--- config.mk ---
export PLATFORM = sky130hd
export DESIGN_NAME = barrel_unrotate_32_pipe
export DESIGN_NICKNAME = d
export VERILOG_FILES = /design/src/rtl/barrel_unrotate_32_pipe.sv
export SDC_FILE = /design/constraint.sdc
export NUM_CORES = 1
export LEC_CHECK = 0
export ABC_AREA = 1
export CAP_MARGIN = 20
export CORE_MARGIN = 5
export CORE_UTILIZATION = 57
export CTS_CLUSTER_DIAMETER = 200
export DETAILED_ROUTE_END_ITERATION = 7
export HOLD_SLACK_MARGIN = 0.1
export MAX_ROUTING_LAYER = met4
export PLACE_DENSITY = 0.8
export RECOVER_POWER = 25
export SYNTH_ARGS = -nofsm -noshare
export SYNTH_HDL_FRONTEND = slang
export SYNTH_SLANG_ARGS = --single-unit
--- constraint.sdc ---
create_clock -name clk -period 2.2 [get_ports clk]
set_clock_uncertainty 0.05 [all_clocks]
set_input_delay 0.44 -clock clk [delete_from_list [all_inputs] [get_ports clk]]
set_output_delay 0.44 -clock clk [all_outputs]
set_load 0.005 [all_outputs]
--- src/rtl/barrel_unrotate_32_pipe.sv ---
// Two-stage pipelined rotate restorer.
// This block undoes a rotation that was applied earlier to a 32-bit word.
// S1 performs the fine rotation by shift[2:0].
// S2 performs the coarse rotation by 8*shift[4:3].
// A ready/valid skid-free handshake connects the stages, and the pipeline holds up to two words.
module barrel_unrotate_32_pipe #(
    parameter int COUNT_W = 16
) (
    input  logic               clk,
    input  logic               rst,
    input  logic               in_valid,
    output logic               in_ready,
    input  logic [31:0]        in_data,
    input  logic [4:0]         in_shift,
    input  logic               in_dir,
    output logic               out_valid,
    input  logic               out_ready,
    output logic [31:0]        out_data,
    output logic [COUNT_W-1:0] out_count
);

    // Rotate right: the low half of the doubled word shifted right.
    function automatic logic [31:0] rotR(input logic [31:0] x, input logic [4:0] n);
        logic [63:0] t;
        t = {x, x} >> n;
        return t[31:0];
    endfunction

    // Rotate left: the high half of the doubled word shifted left.
    function automatic logic [31:0] rotL(input logic [31:0] x, input logic [4:0] n);
        logic [63:0] t;
        t = {x, x} << n;
        return t[63:32];
    endfunction

    logic        s1Valid;
    logic [31:0] s1Data;
    logic [1:0]  s1Coarse;
    logic        s1Dir;

    logic        s2Adv;
    logic        s1Adv;
    logic        accept;
    logic [31:0] fineData;
    logic [31:0] coarseData;

    // Handshake. in_ready is the only input-to-output combinational path, and it depends on out_ready.
    assign s2Adv    = !out_valid || out_ready;
    assign s1Adv    = s1Valid && s2Adv;
    assign in_ready = !s1Valid || s2Adv;
    assign accept   = in_valid && in_ready;

    // Undo a left rotation by rotating right, and undo a right rotation by rotating left.
    assign fineData   = in_dir ? rotR(in_data, {2'b00, in_shift[2:0]})
                               : rotL(in_data, {2'b00, in_shift[2:0]});
    assign coarseData = s1Dir  ? rotR(s1Data, {s1Coarse, 3'b000})
                               : rotL(s1Data, {s1Coarse, 3'b000});

    // S1: capture the finely rotated word, or drain when its word moves on to S2.
    always_ff @(posedge clk) begin
        if (rst) begin
            s1Valid  <= 1'b0;
            s1Data   <= '0;
            s1Coarse <= '0;
            s1Dir    <= 1'b0;
        end else if (accept) begin
            s1Valid  <= 1'b1;
            s1Data   <= fineData;
            s1Coarse <= in_shift[4:3];
            s1Dir    <= in_dir;
        end else if (s1Adv) begin
            s1Valid  <= 1'b0;
        end
    end

    // S2: register the restored word. While there is no word, out_data keeps its last value.
    always_ff @(posedge clk) begin
        if (rst) begin
            out_valid <= 1'b0;
            out_data  <= '0;
        end else if (s2Adv) begin
            out_valid <= s1Valid;
            if (s1Valid) out_data <= coarseData;
        end
    end

    // Count consumed output words. The counter wraps naturally at 2^COUNT_W.
    always_ff @(posedge clk) begin
        if (rst)                         out_count <= '0;
        else if (out_valid && out_ready) out_count <= out_count + COUNT_W'(1);
    end

endmodule
==> impl_metrics.tcl <==
set metrics [dict create \
    areaGrowthSynthToFinish_pct 17.6 \
    max_cap_violations 0 \
    dp_cells 1420 \
    overflow 0 \
    syn_area_um2 7010 \
    cts-resized-gates 0 \
    multi_input_area_um2 4520 \
    reg2reg_slack_ns 0.53 \
    coreArea_um2 12000 \
    setup_viol_count_final 0 \
    required_ns 1.71 \
    regToRegStartpoint "out_valid" \
    gp_congestion 1.00 \
    grtUsageTotal_pct 31.0 \
    slew_viol_final 0 \
    ys_ff_latch 85 \
    tns_ns 0 \
    num_vias 8619 \
    vias_per_cell 6.00 \
    fp.dieArea_um2 14600 \
    detail_route.iter0.violations 1007 \
    rsz0062_at_grt "no" \
    layout.nets 1327 \
    diodes 0 \
    regArea_um2 1700 \
    hold_viol 0 \
    grt_max_degree 73 \
    cts_buffers 9 \
    cpMaxStageDelayCell "clkdlybuf4s50_1" \
    synth-seq-area-share_pct 24.3 \
    final_common_cell "nand3_1" \
    crit_arrival_ns 1.60 \
    ys_types 33 \
    tightest_slew_ns 0.913 \
    powerDensity_nw_per_um2 579 \
    final_cell_mix "nand3_1, nand2_1, nor2_1, a21oi_1, dfxtp_1" \
    h-tree-depth 3 \
    clk_pin_slew_ns 0.06 \
    synth_nets 1289 \
    status "finished, final reports clean" \
    ff2ff_path_depth 7 \
    yosys-top-cells-area "nand3_1, dfxtp_1, nand2_1, nor2_1, a21oi_1" \
    p_leak_nw 3.96 \
    grt_first_pass_wirelength_um 36200 \
    grt_pass1_vias 7544 \
    fin_crit_sh_pct 94.8 \
    peakVddDrop_mv 0.451 \
    startpoint_type "input port" \
    layout-drive-gt1-share_pct 4.19 \
    rows 40 \
    hold_path.class "flip-flop to flip-flop" \
    synth_top_area_share_pct 25.8 \
    cts_root_buf "clkbuf_16" \
    wl_per_cell_um 15.5 \
    max_slew_margin_pct 39.1 \
    port_buffers 91 \
    r2r_end "s1Data[18]" \
    die_w_um 121 \
    post_cts_buffers 0 \
    drc_errors 0 \
    slowest_delay_ns 0.52 \
    yosysTopAreaCell "nand3_1" \
    initial_core_util_pct 58.4 \
    fp.dieH_um 121 \
    hpwl_um 15600 \
    crit_path_end_kind "primary output" \
    clkSinkCount 85 \
    crit_chain "clkdlybuf4s50_1, inv_1, nand3_1, clkdlybuf4s50_1" \
    clk_latency_ns 0.34 \
    worstSetupEndpoint "in_ready" \
    fmax_ghz 0.479 \
    cts_hold_buf 0 \
    num_io_pins 92 \
    antenna_found_initial 0 \
    final_antenna_net_count 0 \
    worstSetupPathType "input port to primary output" \
    cp_max_fo 3 \
    period_needed_ns 2.09 \
    path_common_cell "clkdlybuf4s50_1" \
    cts_buffer_depth 2 \
    syn_area_per_cell_um2 5.63 \
    synth-warning-count 0 \
    wirelength_um 22200 \
    fill_cells 1189 \
    synthCells 1246 \
    cts_tree "done" \
    drt_pass1_iterations 6 \
    final_cells 1436 \
    timing.critical_path.from "out_ready" \
]
routing by layer:
layer | vias up | wire length, um | GRT usage (%)
met1 | 3811 | 9420 | 40.0
li1 | 4244 | - | -
met4 | 0 | 968 | 15.1
met5 | - | 0 | -
met2 | 483 | 9840 | 47.5
met3 | 81 | 1970 | 4.76
where the power goes:
part	switching [mW]	internal [mW]	leakage (nW)	total [mW]
Sequential	0.0973	1.64	0.700	1.74
Clock	0.658	0.944	0.156	1.60
Combinational	0.872	0.554	3.10	1.43
Total	1.63	3.14	3.96	4.77
cells by family (layout without fill, tap and decap cells):
kind of cell	count (synthesis)	count (layout)	synth area share [%]
adders and majority gates	1	1	0.178
AOI/OAI and AO/OA	164	164	12.9
buffers and inverters	172	215	10.9
and+or+nand+nor	823	823	51.7
xor gates and xnor gates	1	1	0.125
DFF	85	85	24.3
cells in the mapped netlist:
master,number
buf_6,4
nor2_4,4
nor3b_1,1
clkbuf_1,20
o211ai_1,16
a21oi_1,89
buf_4,8
buf_2,42
xor2_1,1
a21o_1,1
dfxtp_1,85
o211a_1,2
nor2_1,119
nand2_2,2
a21boi_1,2
inv_2,6
buf_1,16
and3_1,1
nor2_2,2
nand2_1,325
a211oi_1,1
a21boi_0,2
o21ai_1,14
o21ai_0,24
nand3b_1,1
a31oi_1,13
nand3b_4,1
nor3_1,4
nand3_2,2
inv_1,75
ha_1,1
inv_4,1
nand3_1,361
how the worst min path moves through the flow:
| stage | from | slack, ns | cells after the start | to |
|---|---|---|---|---|
| final | out_count[9] | 0.44 | 1 | out_count[9] |
| after global routing | out_count[14] | 0.48 | 2 | out_count[14] |
| after CTS | rst | 0.35 | 2 | s1Valid |
| after detailed placement | out_count[9] | 0.43 | 1 | out_count[9] |
| after global placement | out_count[9] | 0.43 | 1 | out_count[9] |
| after floorplan | out_count[9] | 0.42 | 1 | out_count[9] |
worst max-delay path: cells and delay by family:
| family | cells | cell delay [ns] |
|---|---|---|
| and+or+nand+nor | 1 | 0.10 |
| buffers and inverters | 3 | 1.06 |
stage by stage:
step	power (mW)	hold WS (ns)	instance area (um^2)	worst slack [ns]	utilization, %
after floorplan	2.73	0.423	7010	0.774	-
after global placement	3.16	0.428	7970	0.0520	66.4
after detailed placement	3.18	0.432	7970	0.0594	66.4
after CTS	4.77	0.353	8280	0.0989	69.0
after global routing	5.02	0.483	8240	0.0677	68.6
final	4.77	0.444	8240	0.114	68.6
registers in the layout (all words and copies together), names as in the netlist:
register / flops
out_valid: 1
out_data: 32
s1Valid: 1
s1Dir: 1
s1Data: 32
out_count: 16
s1Coarse: 2
cell type report:
| cell class | count | area share [%] |
|---|---|---|
| timing repair buffer | 117 | 14.7 |
| tap | 147 | 2.23 |
| multi-input combinational | 989 | 54.9 |
| inverter | 82 | 3.76 |
| clock inverter | 5 | 0.698 |
| sequential | 85 | 20.7 |
| clock buffer | 11 | 3.07 |
No activity file was read; power rests on OpenSTA's default activity.
==> edit 1: new RTL, same flow settings <==
Reset style: asynchronous (`rst`), changed in 3 clocked blocks.
--- a/src/rtl/barrel_unrotate_32_pipe.sv
+++ b/src/rtl/barrel_unrotate_32_pipe.sv
@@ -57,7 +57,7 @@
                                : rotL(s1Data, {s1Coarse, 3'b000});
 
     // S1: capture the finely rotated word, or drain when its word moves on to S2.
-    always_ff @(posedge clk) begin
+    always_ff @(posedge clk or posedge rst) begin
         if (rst) begin
             s1Valid  <= 1'b0;
             s1Data   <= '0;
@@ -74,7 +74,7 @@
     end
 
     // S2: register the restored word. While there is no word, out_data keeps its last value.
-    always_ff @(posedge clk) begin
+    always_ff @(posedge clk or posedge rst) begin
         if (rst) begin
             out_valid <= 1'b0;
             out_data  <= '0;
@@ -85,7 +85,7 @@
     end
 
     // Count consumed output words. The counter wraps naturally at 2^COUNT_W.
-    always_ff @(posedge clk) begin
+    always_ff @(posedge clk or posedge rst) begin
         if (rst)                         out_count <= '0;
         else if (out_valid && out_ready) out_count <= out_count + COUNT_W'(1);
     end
Function: differs if rst is asserted again (counterexample within 4 cycles, from zero or initial values and one cycle with rst high); with rst held inactive, the same outputs for 4 cycles.
==> edit 1 against the unedited design <==
  * Worst setup slack got worse by 8.9 ps
  * Routed wire length decreased by 3.2%
  * Cell area increased by 3.5%
  * Critical path depth unchanged
  * Area after synthesis increased by 2.4%
  * Core utilization decreased by 0.16 points
  * Fmax decreased by 0.42%
  * Sequential cell count unchanged
  * Critical path type unchanged
  * Critical endpoint unchanged
  * Largest cell class unchanged
Power is not compared: it rests on default switching activity, and its combinational part moved more than twofold at a synthesized area within 25%.
==> edit 1: results (changes against the unedited design) <==
Global route
  – Pin count of the biggest net entering global routing: 86 (was 73)
  – Tot GR Track Use: 30.07% (was 30.99%)
  – Vias in the first global route: 7311 (was 7544)
  – First-pass GRT wire length: 35090 um (was 36210 um)

Critical path
  – Reg2reg setup slack: 440 ps (was 530 ps)
  – Worst path max stage delay: 500 ps (was 520 ps)
  – Worst path slowest cell: clkdlybuf4s50_1 (unchanged)

Detailed routing
  – Vias per cell: 5.633 (was 6.002)
  – Wirelength per Cell: 14.71 um (was 15.45 um)
  – DRT Pass-1 Iters: 8 (was 6)
  – Vias: 8230 (was 8619)
  – Initial DRC count: 1019 (was 1007)

Synth
  – Commonest cells post-synth: nand2_1, nand3_1, dfrtp_1, a21oi_1, inv_1 (was nand3_1, nand2_1, nor2_1, a21oi_1, dfxtp_1)
  – Top cells by area, synth: nand2_1, dfrtp_1, nand3_1, a21oi_1, o211ai_1 (was nand3_1, dfxtp_1, nand2_1, nor2_1, a21oi_1)
  – Post-synth EDFFs: 0 (unchanged)
  – Cell variety after synth: 28 (was 33)
  – Seq/Total Area, Yosys: 29.62% (was 24.27%)
  – Post-synth top area share: 33.19% (was 25.77%)
  – Cell count after synthesis: 1237 (was 1246)
  – Post-synth top flop: dfrtp_1 (was dfxtp_1)

Clock network
  – Clock latency on the worst-skew pair: 360 ps (was 340 ps)
  – CTS max path bufs: 2 (unchanged)

Cells and area
  – # fillers: 1226 (was 1189)
  – Layout cells sized above 1: 4.732% (was 4.189%)

Placed design
  – DP Cell Count: 1445 (was 1420)
  – GP Congestion: 0.9748 (was 1.003)
  – Post-DP HPWL: 15770 um (was 15570 um)

Status
  – Status: finished, final reports clean (unchanged)
-- edit 1: cell count changes after synthesis, moves of 22 or more --
cell / unedited run / this run
o21ai_0: 24 / 2
inv_1: 75 / 42
nand2_1: 325 / 635
a21oi_1: 89 / 49
nor2_1: 119 / 8
nand3_1: 361 / 253
dfrtp_1: 0 / 85
dfxtp_1: 85 / 0
-- edit 1: per-layer routing --
metal | global-route usage [%] | part of all wire [%] | wire [um] | up-vias
met2 | 45.55 | 45 | 9767 | 315
met4 | 13.93 | 4.2 | 910 | 0
met3 | 4.931 | 7.2 | 1539 | 73
li1 | - | - | - | 4104
met1 | 39.62 | 43 | 9269 | 3738
met5 | - | 0 | 0 | -
-- edit 1: cell families after synthesis --
| kind of cell | after synthesis | share of synthesized area [%] |
|---|---|---|
| AND/OR/NAND/NOR | 912 | 53.05 |
| adder cells (fa/ha/maj) | 1 | 0.1742 |
| AO/OA/AOI/OAI | 100 | 8.397 |
| XOR/XNOR | 9 | 1.097 |
| flip-flops | 85 | 29.62 |
| buffers and inverters | 130 | 7.666 |
-- edit 1: final timing paths --
| kind | start | depth (start not counted) | endpoint |
|---|---|---|---|
| setup reg to reg | s1Coarse[0]$_DFFE_PP0P_ | 8 | out_data[2]$_DFFE_PP0P_ |
| setup / recovery | out_ready | 4 | in_ready |
| max in group asynchronous | rst | 3 | s1Data[25]$_DFFE_PP0P_ |
| hold reg to reg | out_data[15]$_DFFE_PP0P_ | 2 | out_data[15]$_DFFE_PP0P_ |
| hold / removal | out_data[15]$_DFFE_PP0P_ | 2 | out_data[15]$_DFFE_PP0P_ |
| min in group asynchronous | rst | 3 | s1Data[5]$_DFFE_PP0P_ |
-- edit 1: metrics by stage --
stage	setup WS [ps]	TNS, ps	hold WS, ps	util (%)	area (um^2)
after floorplan	730.2	0	420.7	-	7186
final	105.2	0	426.9	68.45	8533
after CTS	92.07	0	431.3	68.55	8546
after detailed placement	-36.27	-148.3	414.0	66.02	8230
after global placement	-51.21	-51.21	410.3	66.02	8230
after global routing	52.82	0	442.3	68.45	8533
-- edit 1: cell type report --
class / instances / share of cell area (%)
Clock buffer: 10 / 2.801
Tap cell: 172 / 2.522
Sequential cell: 85 / 24.93
Inverter: 49 / 2.199
Timing Repair Buffer: 117 / 13.87
Clock inverter: 6 / 0.8944
Multi-Input combinational cell: 1022 / 52.79
-- edit 1: tightest hold or removal path: stages, from the launching register on --
cell	delay [ps]
dfrtp_1	340
nand2_1	50
nand2_1	50
-- edit 1: power breakdown --
part / switching (mW) / internal (mW) / total, mW
clock: 0.686 / 0.931 / 1.62
combinational: 1.64 / 1.32 / 2.96
sequential: 0.363 / 1.98 / 2.34
==> edit 2: new RTL, config.mk and constraints unchanged <==
Made on the original files. Change the parameter `COUNT_W` from 16 to 32.
--- a/src/rtl/barrel_unrotate_32_pipe.sv
+++ b/src/rtl/barrel_unrotate_32_pipe.sv
@@ -4,7 +4,7 @@
 // S2 performs the coarse rotation by 8*shift[4:3].
 // A ready/valid skid-free handshake connects the stages, and the pipeline holds up to two words.
 module barrel_unrotate_32_pipe #(
-    parameter int COUNT_W = 16
+    parameter int COUNT_W = 32
 ) (
     input  logic               clk,
     input  logic               rst,
Ports: changed (resized out_count); port bits go from 92 to 108. The function was not compared with the original's and may differ.
==> edit 2 against the unedited design <==
  * Clock power rose by 7%
  * Sequential cell count rose by 16
  * Cell area rose by 17%
  * Total power rose by 9.6%
  * Final cell count rose by 19%
  * Routed wire length rose by 15%
  * Worst setup slack improved by 170 ps
  * Area after synthesis rose by 16%
  * Critical path type is now in -> reg
  * Highest routed layer unchanged
==> edit 2: results (changes against the unedited design) <==
Synth
  – Commonest cells post-synth: nand2_1, nand3_1, inv_1, a21oi_1, dfxtp_1 (was nand3_1, nand2_1, nor2_1, a21oi_1, dfxtp_1)
  – Top cells by area, synth: dfxtp_1, nand3_1, nand2_1, a21oi_1, inv_1 (was nand3_1, dfxtp_1, nand2_1, nor2_1, a21oi_1)
  – Seq/Total Area, Yosys: 24.90% (was 24.27%)
  – Compound-Gate Fraction of Synth Area: 16.43% (was 12.87%)
  – Synth Area in Adders: 0.1541% (was 0.1785%)
  – Cell count after synthesis: 1459 (was 1246)
  – Synth Area in XOR/XNOR: 0.6471% (was 0.1249%)

Cells and area
  – Final instance area: 0.009646 mm^2 (was 0.008242 mm^2)
  – Non-Filler Instances: 1705 (was 1436)
  – Total Nets Final: 1563 (was 1327)
  – Top flop regs: out_count: 32 flops, out_data: 32 flops, s1Data: 32 flops (was out_data: 32 flops, s1Data: 32 flops, out_count: 16 flops)

Critical path
  – Reg2reg setup slack: 490 ps (was 530 ps)
  – Reg2Reg Depth: 8 (was 7)
  – Reg2reg start: out_count[0]$_SDFFE_PP0P_ (was out_valid$_SDFFE_PP0P_)
  – Worst path max stage delay: 540 ps (was 520 ps)
  – Worst setup path end: out_count[31]$_SDFFE_PP0P_ (was in_ready)
  – Worst path slowest cell: dlygate4sd3_1 (was clkdlybuf4s50_1)
  – Reg2reg end: out_count[22]$_SDFFE_PP0P_ (was s1Data[18]$_SDFFE_PP0P_)
  – Worst-path maximum fanout: 12 (was 3)
  – Critical path data arrival time: 2130 ps (was 1600 ps)

Pwr
  – Tot Pwr: 5.229 mW (was 4.771 mW)
  – Pleak: 4.870 nW (was 3.960 nW)
  – Clock power frac: 32.9% (was 33.6%)
  – Register share of total power: 38.7% (was 36.5%)

Global route
  – Pin count of the biggest net entering global routing: 65 (was 73)
  – First-pass GRT wire length: 42170 um (was 36210 um)
  – Vias in the first global route: 8770 (was 7544)
  – Tot GR Track Use: 31.64% (was 30.99%)

Placed design
  – Post-DP HPWL: 18700 um (was 15570 um)
  – GP Congestion: 0.9954 (was 1.003)

Detailed routing
  – Initial DRC count: 1084 (was 1007)
  – Wirelength per Cell: 14.98 um (was 15.45 um)
  – Vias per cell: 5.685 (was 6.002)

Timing
  – Slew margin rel.: 50.67% (was 39.08%)
  – Final hold slack: 435.5 ps (was 443.8 ps)

Status
  – Status: finished, final reports clean (unchanged)

Worst hold path
  – HP Start: out_count[6]$_SDFFE_PP0P_ (was out_count[9]$_SDFFE_PP0P_)

Clock network
  – Clock latency on the worst-skew pair: 360 ps (was 340 ps)
[edit 2: cell count changes after synthesis, moves of 5 or more]
cell / change
a21oi_1: +53
a31oi_1: -13
nor2_1: -39
o21a_1: +7
clkbuf_1: +12
o21ai_0: +67
inv_1: +100
nand4_1: +8
o21ai_1: -12
o211ai_1: -6
xor2_1: +5
nand3_1: -43
dfxtp_1: +16
nand2_1: +70
[edit 2: final cells by class]
| cell class | count | share of cell area (%) |
|---|---|---|
| inverter | 180 | 7.005 |
| multi-input combinational | 1084 | 51.52 |
| sequential | 101 | 20.98 |
| timing repair buffer | 144 | 14.90 |
| tap | 180 | 2.335 |
| clock inverter | 6 | 0.7783 |
| clock buffer | 10 | 2.478 |
[edit 2: metal layers]
layer | track usage [%] | vias to the layer above | share of wire [%]
met3 | 4.988 | 74 | 8.9
met2 | 48.93 | 438 | 45
met4 | 12.97 | 0 | 4.0
met1 | 41.30 | 4294 | 42
met5 | - | - | 0
li1 | - | 4887 | -
